--- src/rtl/jkff_pkg.sv ---
// jkff_pkg: shared definitions for the jkff_bank register word.
// Contents:
//   jk_mode_t  - 2-bit mode select type
//   MODE_JK    - per-bit JK behaviour
//   MODE_D     - per-bit D behaviour
//   MODE_T     - per-bit toggle behaviour
//   MODE_COUNT - whole-word up/down counter
package jkff_pkg;

  typedef logic [1:0] jk_mode_t;

  localparam jk_mode_t MODE_JK    = 2'b00;
  localparam jk_mode_t MODE_D     = 2'b01;
  localparam jk_mode_t MODE_T     = 2'b10;
  localparam jk_mode_t MODE_COUNT = 2'b11;

endpackage

--- src/rtl/jkff_cell.sv ---
// jkff_cell: combinational next-state logic for one bit of the bank.
// Ports:
//   ce     - clock enable; when low the bit holds
//   mode   - JK / D / T select (COUNT is resolved in the top, cell holds)
//   j      - J, D or T input depending on mode
//   k      - K input (JK mode only)
//   q      - current registered bit
//   d_next - next-state value of the bit
module jkff_cell
  import jkff_pkg::*;
(
  input  logic     ce,
  input  jk_mode_t mode,
  input  logic     j,
  input  logic     k,
  input  logic     q,
  output logic     d_next
);

  // Default is hold; COUNT mode also holds here since the word-level
  // counter in the top replaces this result.
  always_comb begin
    d_next = q;
    if (ce) begin
      case (mode)
        MODE_JK: begin
          case ({j, k})
            2'b01:   d_next = 1'b0;
            2'b10:   d_next = 1'b1;
            2'b11:   d_next = ~q;
            default: d_next = q;
          endcase
        end
        MODE_D:  d_next = j;
        MODE_T:  d_next = q ^ j;
        default: d_next = q;
      endcase
    end
  end

endmodule

--- src/rtl/jkff_bank.sv ---
// jkff_bank: WIDTH-bit register bank with per-bit JK/D/T behaviour or a
// whole-word up/down counter, plus registered change mask and wrap pulse.
// Ports:
//   clk     - rising-edge clock
//   reset   - synchronous active-high reset (loads RESET_VAL)
//   ce      - clock enable; when low, q holds and changed/tc clear
//   mode    - 00=JK, 01=D, 10=T, 11=COUNT
//   j       - per-bit J/D/T; j[0] is the up request in COUNT
//   k       - per-bit K; k[0] is the down request in COUNT
//   q       - registered bank state
//   qn      - bitwise inverse of q
//   changed - registered mask of bits that changed on the last edge
//   tc      - registered pulse: counter wrapped on the last edge
module jkff_bank
  import jkff_pkg::*;
#(
  parameter int               WIDTH     = 8,
  parameter logic [WIDTH-1:0] RESET_VAL = {WIDTH{1'b0}}
) (
  input  logic             clk,
  input  logic             reset,
  input  logic             ce,
  input  jk_mode_t         mode,
  input  logic [WIDTH-1:0] j,
  input  logic [WIDTH-1:0] k,
  output logic [WIDTH-1:0] q,
  output logic [WIDTH-1:0] qn,
  output logic [WIDTH-1:0] changed,
  output logic             tc
);

  logic [WIDTH-1:0] cell_next;
  logic [WIDTH-1:0] q_next;
  logic             tc_next;
  logic             up_req;
  logic             down_req;

  // One combinational cell per bit handles JK, D and T (and ce=0 hold).
  for (genvar i = 0; i < WIDTH; i++) begin : g_cell
    jkff_cell u_cell (
      .ce     (ce),
      .mode   (mode),
      .j      (j[i]),
      .k      (k[i]),
      .q      (q[i]),
      .d_next (cell_next[i])
    );
  end

  // Simultaneous up and down requests cancel to a hold.
  assign up_req   = j[0] & ~k[0];
  assign down_req = ~j[0] & k[0];

  // COUNT overrides the per-bit cells; tc flags a wrap in either direction.
  always_comb begin
    q_next  = cell_next;
    tc_next = 1'b0;
    if (ce && (mode == MODE_COUNT)) begin
      q_next = q;
      if (up_req) begin
        q_next  = q + WIDTH'(1'b1);
        tc_next = &q;
      end else if (down_req) begin
        q_next  = q - WIDTH'(1'b1);
        tc_next = ~|q;
      end
    end
  end

  // With ce low q_next equals q, so changed naturally clears to zero.
  always_ff @(posedge clk) begin
    if (reset) begin
      q       <= RESET_VAL;
      changed <= '0;
      tc      <= 1'b0;
    end else begin
      q       <= q_next;
      changed <= q_next ^ q;
      tc      <= tc_next;
    end
  end

  assign qn = ~q;

endmodule
--- config.mk ---
export PLATFORM = sky130hd
export DESIGN_NAME = jkff_bank
export DESIGN_NICKNAME = d
export VERILOG_FILES = /design/src/rtl/jkff_pkg.sv /design/src/rtl/jkff_cell.sv /design/src/rtl/jkff_bank.sv
export SDC_FILE = /design/constraint.sdc
export NUM_CORES = 1
export LEC_CHECK = 0
export BUFFER_PORTS_ARGS = -buffer_cell sky130_fd_sc_hd__buf_2
export CORE_ASPECT_RATIO = 0.5
export CORE_MARGIN = 2
export CORE_UTILIZATION = 30
export DETAILED_ROUTE_END_ITERATION = 6
export PLACE_DENSITY = 0.58
export SETUP_SLACK_MARGIN = 0.5
export SLEW_MARGIN = 20
export SYNTH_ARGS = -nofsm -noshare
export SYNTH_HDL_FRONTEND = slang
export SYNTH_HIERARCHICAL = 1
export SYNTH_SLANG_ARGS = --single-unit
--- constraint.sdc ---
create_clock -name clk -period 2.5 [get_ports clk]
set_input_delay 0.125 -clock clk [delete_from_list [all_inputs] [get_ports clk]]
set_output_delay 0.125 -clock clk [all_outputs]
set_load 0.1 [all_outputs]
==> flow_summary_export.csv, run 1 <==
group,metric,value,unit
outcome,status,"finished, final reports clean",
cells_and_area,layout_fillers,501,
clock_network,clock-sinks,17,
critical_path,worstReg2RegStart,"q[1]",
critical_path,setup.worst_path.start,"q[1]",
timing,grt_setup_unrepaired,"false",
timing,postLayoutSetupSlackWorst,0.711,ns
placed_design,place_hpwl,2830,um
synthesis,synth.avg_cell_area,7.92,sq um
clock_network,clock_tree_from_tritoncts,"done",
critical_path,data_required_time_at_the_worst_endpoint,2.66,ns
floorplanning,core-area,4840,sq um
critical_path,timing.critical_path.max_delay_family,"flip-flops",
timing,setup_viol_count_final,0,
routing,antenna_violating_nets_post_route,0,
critical_path,worstSetupStartpointType,"flip-flop",
clock_network,worstSkewPairLatency,0.26,ns
critical_path,critical_path_peak_fanout,11,
clock_network,post_cts_buffers,0,
routing,detail_route.iter0.violations,43,
timing,fmax,559,MHz
cells_and_area,fin_nets,256,
timing,finalMaxSlewViolations,0,
job,drv_cap,0,
synthesis,ys_ff_latch,17,
timing,layout_min_cycle_time,1.79,ns
clock_network,post_cts_resized,0,
timing,report.final.hold_viol_count,0,
timing,final.setup.tns,0,ns
cells_and_area,area_growth,24.9,%
clock_network,hold_buffers,0,
routing,drc_violation_count_after_routing,0,
global_route,antenna_violations_before_repair,0,
timing,tightestPinTransition,0.491,ns
synthesis,post_synth_num_cell_types,46,
timing,worst_slew_margin_rel,67.5,%
cells_and_area,layout_common_cells,"sky130_fd_sc_hd__buf_2, sky130_fd_sc_hd__nand2_1, sky130_fd_sc_hd__o21ai_0",
critical_path,timing_worst_setup_path_type,"flip-flop to flip-flop",
routing,route.detailed.wl_per_inst,12.9,um
synthesis,synthCells,188,
clock_network,clock_tree.root_cell,"sky130_fd_sc_hd__clkbuf_8",
critical_path,critical-path-max-stage-delay,0.43,ns
critical_path,cp_data_arrival_time,1.95,ns
critical_path,timing.critical_path.cells,"clkinvlp_4, ha_4, nor2b_1, o21ai_1, a31oi_1, mux2_2",
routing,avgViaCountPerCell,5.14,
global_route,global_route.usage.total,14.1,%
synthesis,synth.yosys.seq_area_share,22.9,%
critical_path,timing.critical_path.to_type,"flip-flop",
worst_hold_path,hold_path.startpoint,"reset",
cells_and_area,layout-drive-gt1-share,35.1,%
cells_and_area,layout.area.seq,360,sq um
clock_network,num_cts_buffers,3,
floorplanning,floorplan.io_pins,46,
critical_path,worstPathBufferInverterCount,1,
floorplanning,core.rowCount,18,
pwr,static-leakage-power,0.740,nW
critical_path,slowest_stage,"sky130_fd_sc_hd__dfxtp_4",
cells_and_area,final_common_cell,"sky130_fd_sc_hd__buf_2",
placed_design,io_buffer_count,45,
routing,detailroute.via_count,1548,
cells_and_area,area_occupied_by_multi_input_gates,1050,sq um
floorplanning,die_h,53.8,um
synthesis,synth.net_count,212,
clock_network,max-clock-path-buffers,2,
synthesis,synthesis.area,1490,sq um
global_route,gr-total-overflow,0,
pwr,power-per-cell-area,623,nW/um^2
global_route,vias_in_the_first_global_route,1388,
global_route,grt_first_pass_wirelength,6290,um
timing,min_period_over_period,71.6,%
cells_and_area,num_antenna_cells,0,
floorplanning,start_util,30.7,%
floorplanning,die-area,5580,sq um
clock_network,htreeDepth,1,
pwr,ir_worst_vdd,0.203,mV
floorplanning,die-width,104,um
routing,drt-pass1-iter-count,4,
placed_design,pre_cts_ws,0.641,ns
synthesis,synth.yosys.warnings,6,
clock_network,cts.clk_slew.worst_paths,0.08,ns
global_route,largest_net_degree_at_the_start_of_global_routing,27,
pwr,power,0.00116,W
routing,wl,3880,um
placed_design,routabilityCongestion,0.716,
worst_hold_path,min-delay-path-class,"primary input to flip-flop",
timing,finalClockSkew,0.00661,ns
[layout make-up]
type,count,share of cell area [%]
multi-input combinational,146,56.3
sequential,17,19.4
timing repair buffer,47,12.9
tap,70,4.71
inverter,17,4.24
clock buffer,4,2.42
[layer usage]
| metal | vias up | track usage [%] | wire length [um] |
|---|---|---|---|
| met2 | 32 | 24.9 | 1780 |
| met5 | - | 0 | 0 |
| met1 | 722 | 17.5 | 1910 |
| met3 | 4 | 2.78 | 154 |
| met4 | 0 | 6.08 | 42 |
| li1 | 790 | - | - |
[cell families after synthesis]
family | synth area share (%)
and+or+nand+nor | 31.5
AOI/OAI and AO/OA | 28.2
buffers and inverters | 7.65
DFF | 22.9
xor gates and xnor gates | 6.47
adders and majority gates | 2.52
muxes | 0.756
[sequential cells by signal, indices dropped and copies added (netlist names)]
register and cells:
changed 8, tc 1, q 8
[worst paths after layout]
check | endpoint | depth (start not counted) | slack, ns
setup / recovery | changed[1] | 6 | 0.71
hold / removal | q[1] | 2 | 0.25
setup reg to reg | changed[1] | 6 | 0.71
hold reg to reg | tc | 2 | 0.56
[report_power, final]
group | switching [W] | internal, W | total, W
Clock | 0.000111 | 0.000114 | 0.000225
Combinational | 0.000443 | 0.000144 | 0.000588
Sequential | 0.0000436 | 0.000303 | 0.000346
Total | 0.000598 | 0.000561 | 0.00116
[metrics by stage]
stage          std cells  cell area (sq um)  util (%)  hold slack [ns]
2_1_floorplan        188               1540         -            0.316
3_3_place_gp         297               1810      37.5            0.555
3_5_place_dp         297               1810      37.5            0.531
4_1_cts              301               1860      38.4            0.251
5_1_grt              301               1860      38.4            0.299
6_report             301               1860      38.4            0.247
[worst reg2reg max path, stage by stage (launching register included)]
cell,delay [ns]
sky130_fd_sc_hd__dfxtp_4,0.43
sky130_fd_sc_hd__clkinvlp_4,0.16
sky130_fd_sc_hd__ha_4,0.28
sky130_fd_sc_hd__nor2b_1,0.13
sky130_fd_sc_hd__o21ai_1,0.07
sky130_fd_sc_hd__a31oi_1,0.25
sky130_fd_sc_hd__mux2_2,0.36
[Yosys cell counts (all sizes together)]
| cell | n | area, sq um |
|---|---|---|
| nand3 | 1 | 5.00 |
| a211oi | 7 | 57.6 |
| xnor2 | 7 | 61.3 |
| and3 | 3 | 25.0 |
| a22oi | 1 | 7.51 |
| nand4b | 1 | 8.76 |
| nor2 | 9 | 33.8 |
| nor3b | 1 | 7.51 |
| clkbuf | 4 | 15.0 |
| dfxtp | 17 | 340 |
| nand2 | 21 | 78.8 |
| o311ai | 1 | 8.76 |
| and3b | 2 | 17.5 |
| inv | 17 | 63.8 |
| and2b | 1 | 7.51 |
| or3 | 3 | 18.8 |
| o21a | 1 | 7.51 |
| a31oi | 2 | 27.5 |
| o31ai | 9 | 67.6 |
| nand2b | 1 | 6.26 |
| buf | 4 | 35.0 |
| ha | 3 | 37.5 |
| a32oi | 1 | 8.76 |
| nor4b | 1 | 23.8 |
| xor2 | 4 | 35.0 |
| a311o | 1 | 10.0 |
| nand3b | 6 | 45.0 |
| and2 | 2 | 12.5 |
| mux2 | 1 | 11.3 |
| and4 | 3 | 31.3 |
| o211ai | 2 | 15.0 |
| a21oi | 3 | 15.0 |
| a221o | 8 | 90.1 |
| nand4 | 1 | 6.26 |
| and4b | 1 | 13.8 |
| o21ai | 21 | 105 |
| nor3 | 7 | 35.0 |
| nor2b | 2 | 12.5 |
| or4b | 8 | 80.1 |
No activity file was read; power rests on OpenSTA's default activity.
==> run 2: changes to the inputs <==
--- a/config.mk
+++ b/config.mk
@@ -5,12 +5,13 @@
 export SDC_FILE = /design/constraint.sdc
 export NUM_CORES = 1
 export LEC_CHECK = 0
+export ABC_AREA = 1
 export BUFFER_PORTS_ARGS = -buffer_cell sky130_fd_sc_hd__buf_2
 export CORE_ASPECT_RATIO = 0.5
 export CORE_MARGIN = 2
 export CORE_UTILIZATION = 30
 export DETAILED_ROUTE_END_ITERATION = 6
-export PLACE_DENSITY = 0.58
+export PLACE_DENSITY = 0.59
 export SETUP_SLACK_MARGIN = 0.5
 export SLEW_MARGIN = 20
 export SYNTH_ARGS = -nofsm -noshare
==> constraint.sdc (replaced) <==
create_clock -name clk -period 1.5 [get_ports clk]
set_input_delay 0.075 -clock clk [delete_from_list [all_inputs] [get_ports clk]]
set_output_delay 0.075 -clock clk [all_outputs]
set_load 0.1 [all_outputs]
==> run 2 against run 1 <==
Routed wire length rose by 27%. Clock power grew 54%. Largest cell class unchanged. Via count is 23% higher. Largest power group unchanged. Critical path type unchanged.
==> flow_summary_export.csv, run 2 <==
group,metric,value,unit
synthesis,synthMostInstantiatedCell,"sky130_fd_sc_hd__nand2_1",
synthesis,synth.top_cell.area_share,22.3,%
clock_network,hold_buffers,0,
timing,finalClockSkew,0.00360,ns
critical_path,slowest_stage,"sky130_fd_sc_hd__dfxtp_4",
synthesis,synthesis.area,1530,sq um
placed_design,io_buffer_count,45,
routing,drt-pass1-iter-count,4,
global_route,largest_net_degree_at_the_start_of_global_routing,34,
clock_network,clock_tree.root_cell,"sky130_fd_sc_hd__clkbuf_8",
critical_path,timing_worst_setup_path_type,"flip-flop to flip-flop",
floorplanning,die-area,5710,sq um
clock_network,worstSkewPairLatency,0.25,ns
cells_and_area,fin_nets,365,
placed_design,placed_cells,382,
global_route,antenna_violations_before_repair,0,
routing,wl,4940,um
pwr,p_clk_share,17.7,%
cells_and_area,postLayoutCoreUtil,51.9,%
timing,grt_setup_unrepaired,"true",
placed_design,routabilityCongestion,0.836,
clock_network,cts.clk_slew.worst_paths,0.07,ns
timing,finalMaxSlewViolations,0,
synthesis,post_synth_num_cell_types,24,
routing,route.detailed.wl_per_inst,12.1,um
timing,worst_slew_margin_rel,69.2,%
critical_path,setup.worst_path.start,"q[1]",
global_route,met3_usage,3.21,%
clock_network,clock_tree_from_tritoncts,"done",
critical_path,data_required_time_at_the_worst_endpoint,1.65,ns
routing,drc_violation_count_after_routing,0,
synthesis,synth.yosys.warnings,6,
global_route,grt_first_pass_wirelength,7700,um
synthesis,synth.yosys.seq_area_share,22.3,%
floorplanning,core-area,4910,sq um
worst_hold_path,holdPathStages,2,
synthesis,synth_top_flop_cell,"sky130_fd_sc_hd__dfxtp_1",
cells_and_area,num_antenna_cells,0,
clock_network,htreeDepth,1,
cells_and_area,layout_common_cells,"sky130_fd_sc_hd__nand2_1, sky130_fd_sc_hd__inv_1, sky130_fd_sc_hd__buf_4",
timing,setup_viol_count_final,0,
synthesis,synthCells,265,
floorplanning,floorplan.io_pins,46,
worst_hold_path,hold_path.startpoint,"reset",
pwr,p_comb_share,55.4,%
floorplanning,die_h,54.4,um
synthesis,async_reset_ff_share,0,%
critical_path,worstSetupStartpointType,"flip-flop",
routing,detail_route.iter0.violations,60,
critical_path,critical-path-max-stage-delay,0.37,ns
pwr,power.net_switching,0.000907,W
job,drv_cap,0,
synthesis,synth.avg_cell_area,5.76,sq um
global_route,grt_most_used_layer,"met2",
critical_path,timing.critical_path.to_type,"flip-flop",
critical_path,worstReg2RegStart,"q[1]",
timing,tightestPinTransition,0.462,ns
routing,detailroute.via_count,1909,
cells_and_area,layout_fillers,488,
synthesis,synthTopCellsByArea,"sky130_fd_sc_hd__dfxtp_1, sky130_fd_sc_hd__nand2_1, sky130_fd_sc_hd__inv_1",
global_route,grt_util_met2,33.9,%
pwr,power-per-cell-area,766,nW/um^2
pwr,static-leakage-power,1.29,nW
critical_path,timing.critical_path.cells,"clkinvlp_4, ha_2, nand2_4, nor2_2, nor2_2, nand2_1, nand3_2, nand2_1, nor2_1, nor2_1",
synthesis,synth.cells.most_frequent,"sky130_fd_sc_hd__nand2_1, sky130_fd_sc_hd__inv_1, sky130_fd_sc_hd__nor2_1, sky130_fd_sc_hd__nand3_1, sky130_fd_sc_hd__a21oi_1",
clock_network,max-clock-path-buffers,2,
cells_and_area,final_common_cell,"sky130_fd_sc_hd__nand2_1",
cells_and_area,layout-drive-gt1-share,42.1,%
critical_path,critical_path_peak_fanout,3,
clock_network,num_cts_buffers,3,
synthesis,ys_ff_latch,17,
global_route,gr-total-overflow,0,
routing,avgViaCountPerCell,4.66,
pwr,ir_worst_vdd,0.405,mV
critical_path,worstRegToRegCells,10,
clock_network,clock-sinks,17,
global_route,vias_in_the_first_global_route,1734,
global_route,global_route.usage.met1,19.6,%
timing,report.final.hold_viol_count,0,
pwr,intPower,0.00104,W
cells_and_area,finalNonFillerCells,410,
cells_and_area,reg.largest.list,"changed (8), q (8), tc (1)",
cells_and_area,area_growth,66.9,%
timing,layout_min_cycle_time,1.46,ns
pwr,switching_share,46.5,%
timing,fmax,687,MHz
floorplanning,die-width,105,um
cells_and_area,area_occupied_by_multi_input_gates,1140,sq um
placed_design,place_hpwl,3240,um
outcome,status,"finished, final reports clean",
floorplanning,core.rowCount,18,
floorplanning,start_util,31.1,%
worst_hold_path,min-delay-path-class,"primary input to flip-flop",
synthesis,synth.net_count,289,
critical_path,cp_data_arrival_time,1.60,ns
global_route,global_route.usage.total,16.8,%
synthesis,synth_edf_count,0,
synthesis,synth_area_leader_cell,"sky130_fd_sc_hd__dfxtp_1",
routing,antenna_violating_nets_post_route,0,
timing,min_period_over_period,97.0,%
cells_and_area,layout.area.seq,370,sq um
pwr,sequentialPowerShare,26.8,%
==> run 2: changes by cell type in the layout (fill, tap and decap cells not counted), moves of 9 or more <==
cell,change
sky130_fd_sc_hd__buf_6,+15
sky130_fd_sc_hd__a21oi_1,+12
sky130_fd_sc_hd__buf_2,-26
sky130_fd_sc_hd__buf_12,+11
sky130_fd_sc_hd__o31ai_1,-9
sky130_fd_sc_hd__inv_1,+20
sky130_fd_sc_hd__o21ai_0,-11
sky130_fd_sc_hd__nor2_1,+16
sky130_fd_sc_hd__buf_4,+25
sky130_fd_sc_hd__nand2_1,+47
sky130_fd_sc_hd__nand3_1,+19
==> run 2: power groups by stage <==
stage               sequential [W]  combinational (W)  clock, W
floorplan                 0.000803           0.000378         0
global placement          0.000540           0.000801         0
detailed placement        0.000541           0.000814         0
CTS                       0.000530           0.000966  0.000353
global route              0.000528            0.00116  0.000377
finish                    0.000524            0.00108  0.000346
==> run 2: worst paths after layout <==
path	to	slack [ns]
max reg2reg	changed[4]	0.04
min reg2reg	changed[7]	0.59
max	changed[4]	0.04
min	q[6]	0.19
==> run 2: metrics by stage <==
step | instance area [sq um] | TNS, ns | power [W] | hold slack (ns) | setup slack [ns]
final | 2550 | 0 | 0.00195 | 0.187 | 0.0449
after global routing | 2550 | -0.0693 | 0.00206 | 0.197 | -0.0571
after CTS | 2300 | 0 | 0.00185 | 0.185 | 0.133
after detailed placement | 1920 | -0.00357 | 0.00135 | 0.449 | -0.00357
after global placement | 1920 | 0 | 0.00134 | 0.440 | 0.0629
after floorplan | 1580 | -8.49 | 0.00118 | 0.134 | -0.722
==> run 2: cell families (layout without fill, tap and decap cells) <==
kind of cell,after synthesis,count (layout),synth area share (%)
buffers and inverters,45,120,11.3
adder cells (fa/ha/maj),3,3,2.46
AND/OR/NAND/NOR,146,146,42.3
AO/OA/AOI/OAI,54,54,21.6
flip-flops,17,17,22.3
==> run 2: what timing repair did <==
action	4_1_cts	5_1_grt
gates cloned	0	0
setup endpoints to repair	42	31
buffers inserted	12	12
pin swaps	5	7
resized for setup	76	48
==> run 2: area by class of cell <==
class                   instances  area share, %
inverters                      42           7.42
clock buffers                   4           1.77
flip-flops and latches         17           14.5
repair buffers                 74           27.9
multi-input cells             203           45.0
well taps                      70           3.44
==> run 2: routing by layer <==
metal,wire (um),vias up
met3,152,2
met1,2220,879
met4,19,0
met5,0,-
li1,-,1004
met2,2550,24
==> run 2: worst max-delay path, delay by kind of cell, from the launching register on <==
family / cells / cell delay [ns]
flip-flops: 1 / 0.37
AND/OR/NAND/NOR: 8 / 0.64
buffers and inverters: 1 / 0.12
adder cells (fa/ha/maj): 1 / 0.21
==> run 3: changes to the inputs <==
--- a/config.mk
+++ b/config.mk
@@ -5,7 +5,6 @@
 export SDC_FILE = /design/constraint.sdc
 export NUM_CORES = 1
 export LEC_CHECK = 0
-export ABC_AREA = 1
 export BUFFER_PORTS_ARGS = -buffer_cell sky130_fd_sc_hd__buf_2
 export CORE_ASPECT_RATIO = 0.5
 export CORE_MARGIN = 2
==> run 3 against run 2 <==
The run now ends with negative setup slack left. Non-clock buffer count is 25 higher. Fmax is 10% lower. Design area is 12% higher. Register-to-register slack worse by 0.16 ns. Clock power is 8.1% higher. Total power is 26% higher. Critical path depth is 4 lower. Sequential power is 3% higher. Routed wire length is 5.7% higher. Combinational power is 43% higher. Critical path type unchanged. Highest routed layer unchanged.
==> flow_summary_export.csv, run 3 (synthesis results as in run 1) <==
group,metric,value,unit
clock_network,htreeDepth,1,
cells_and_area,design_area,2860,sq um
timing,setup_viol_count_final,4,
critical_path,timing.critical_path.to_type,"flip-flop",
timing,fmax,618,MHz
global_route,vias_in_the_first_global_route,1730,
routing,drt-pass1-iter-count,4,
critical_path,data_required_time_at_the_worst_endpoint,1.66,ns
floorplanning,core-area,4840,sq um
critical_path,worstRegToRegCells,6,
floorplanning,die-area,5580,sq um
timing,layout_min_cycle_time,1.62,ns
cells_and_area,area_occupied_by_multi_input_gates,1280,sq um
clock_network,clock_tree_from_tritoncts,"done",
global_route,antenna_violations_before_repair,0,
cells_and_area,layout-drive-gt1-share,61.5,%
timing,min_period_over_period,108,%
pwr,ir_worst_vdd,0.344,mV
worst_hold_path,hold_path.startpoint,"reset",
worst_hold_path,holdPathStages,2,
floorplanning,die_h,53.8,um
floorplanning,die-width,104,um
critical_path,critical_path_peak_fanout,6,
timing,tightestPinTransition,0.317,ns
critical_path,timing.critical_path.cells,"or4b_1, o31ai_1, a221o_2, and2_4, a31oi_4, mux2_4",
critical_path,slowest_stage,"sky130_fd_sc_hd__or4b_1",
routing,route.detailed.wl_per_inst,14.8,um
floorplanning,floorplan.io_pins,46,
pwr,power-per-cell-area,856,nW/um^2
cells_and_area,area_growth,92.4,%
timing,finalClockSkew,0.00157,ns
routing,wl,5220,um
critical_path,worstSetupStartpointType,"flip-flop",
routing,avgViaCountPerCell,5.15,
routing,drc_violation_count_after_routing,0,
clock_network,worstSkewPairLatency,0.26,ns
clock_network,clock_tree.root_cell,"sky130_fd_sc_hd__clkbuf_8",
global_route,grt_first_pass_wirelength,8140,um
clock_network,hold_buffers,0,
worst_hold_path,hold_end,"changed[7]",
critical_path,cp_data_arrival_time,1.78,ns
clock_network,clock-sinks,17,
clock_network,cts.clk_slew.worst_paths,0.08,ns
cells_and_area,layout_common_cells,"sky130_fd_sc_hd__buf_4, sky130_fd_sc_hd__nand2_1, sky130_fd_sc_hd__buf_2",
cells_and_area,reg.largest.list,"changed (8), q (8), tc (1)",
cells_and_area,final_common_cell,"sky130_fd_sc_hd__buf_4",
critical_path,timing.reg2reg.setup_slack,-0.12,ns
routing,detailroute.via_count,1819,
global_route,global_route.usage.total,18.3,%
timing,finalMaxSlewViolations,0,
cells_and_area,layout_fillers,391,
timing,grt_setup_unrepaired,"true",
cells_and_area,fin_nets,308,
critical_path,critical_path.reg2reg.endpoint,"changed[1]",
worst_hold_path,min-delay-path-class,"primary input to flip-flop",
pwr,static-leakage-power,1.17,nW
job,drv_cap,0,
routing,detail_route.iter0.violations,56,
critical_path,timing_worst_setup_path_type,"flip-flop to flip-flop",
timing,worst_slew_margin_rel,78.8,%
outcome,violations,"negative setup slack",
cells_and_area,layout.area.seq,370,sq um
global_route,gr-total-overflow,0,
timing,hold_slack,0.158,ns
clock_network,max-clock-path-buffers,2,
placed_design,place_hpwl,3520,um
placed_design,routabilityCongestion,0.812,
timing,postLayoutSetupSlackWorst,-0.118,ns
floorplanning,start_util,30.7,%
global_route,largest_net_degree_at_the_start_of_global_routing,16,
cells_and_area,num_antenna_cells,0,
placed_design,placed_area,2100,sq um
cells_and_area,postLayoutCoreUtil,59.1,%
outcome,status,"finished, violations left",
timing,report.final.hold_viol_count,0,
placed_design,io_buffer_count,45,
critical_path,critical-path-max-stage-delay,0.43,ns
critical_path,worstReg2RegStart,"q[1]",
routing,antenna_violating_nets_post_route,0,
clock_network,num_cts_buffers,3,
floorplanning,core.rowCount,18,
## run 3: cell count changes in the layout (fill, tap and decap cells not counted), sizes merged, moves of 6 or more
cell,previous run,this run
nand2,78,21
buf,73,99
inv,35,9
nand3,26,1
nor2,33,9
a21oi,21,3
o31ai,0,9
a21o,8,0
a221o,0,8
or4b,0,8
a211oi,0,7
nor3,0,7
xnor2,0,7
or2,6,0
## run 3: cell type report
class | count | share of cell area [%]
Sequential cell | 17 | 12.9
Inverter | 17 | 3.28
Timing Repair Buffer | 99 | 34.4
Clock buffer | 3 | 1.44
Tap cell | 70 | 3.06
Clock inverter | 1 | 0.175
Multi-Input combinational cell | 146 | 44.7
## run 3: metal layers
| layer | vias to the layer above | GRT usage (%) | wire length (um) |
|---|---|---|---|
| li1 | 897 | - | - |
| met1 | 874 | 22.9 | 2410 |
| met2 | 39 | 34.3 | 2590 |
| met3 | 9 | 3.27 | 166 |
| met4 | 0 | 3.60 | 56 |
| met5 | - | 0 | 0 |
## run 3: worst max path at each step
| stage | start | endpoint |
|---|---|---|
| final | q[1] | changed[1] |
| after global routing | q[1] | changed[1] |
| after CTS | q[1] | changed[1] |
| after detailed placement | q[1] | changed[1] |
| after global placement | q[1] | changed[1] |
| after floorplan | q[1] | changed[1] |
## run 3: worst max-delay path: cells and delay by family (launching register included)
family / cells / cell delay (ns)
and+or+nand+nor: 2 / 0.57
muxes: 1 / 0.31
DFF: 1 / 0.38
AOI/OAI and AO/OA: 3 / 0.26
## run 3: power breakdown
| part | switching [W] | internal, W | total [W] |
|---|---|---|---|
| sequential | 0.0000380 | 0.000502 | 0.000540 |
| clock | 0.000188 | 0.000185 | 0.000374 |
| combinational | 0.000928 | 0.000611 | 0.00154 |
## run 3: stage by stage
stage          worst slack [ns]  total power [W]  setup TNS, ns  instances
3_5_place_dp             -0.220          0.00168          -1.10        327
2_1_floorplan            -0.955          0.00141          -7.81        188
4_1_cts                  -0.132          0.00233         -0.205        345
3_3_place_gp             -0.153          0.00167         -0.699        327
6_report                 -0.118          0.00245         -0.206        353
5_1_grt                  -0.187          0.00257         -0.802        353
## run 3: timing repair
| item | in CTS | in global routing |
|---|---|---|
| setup endpoints to repair | 42 | 33 |
| pin swaps | 29 | 9 |
| resized for setup | 110 | 34 |
| buffers inserted | 14 | 8 |
| cloned | 0 | 0 |
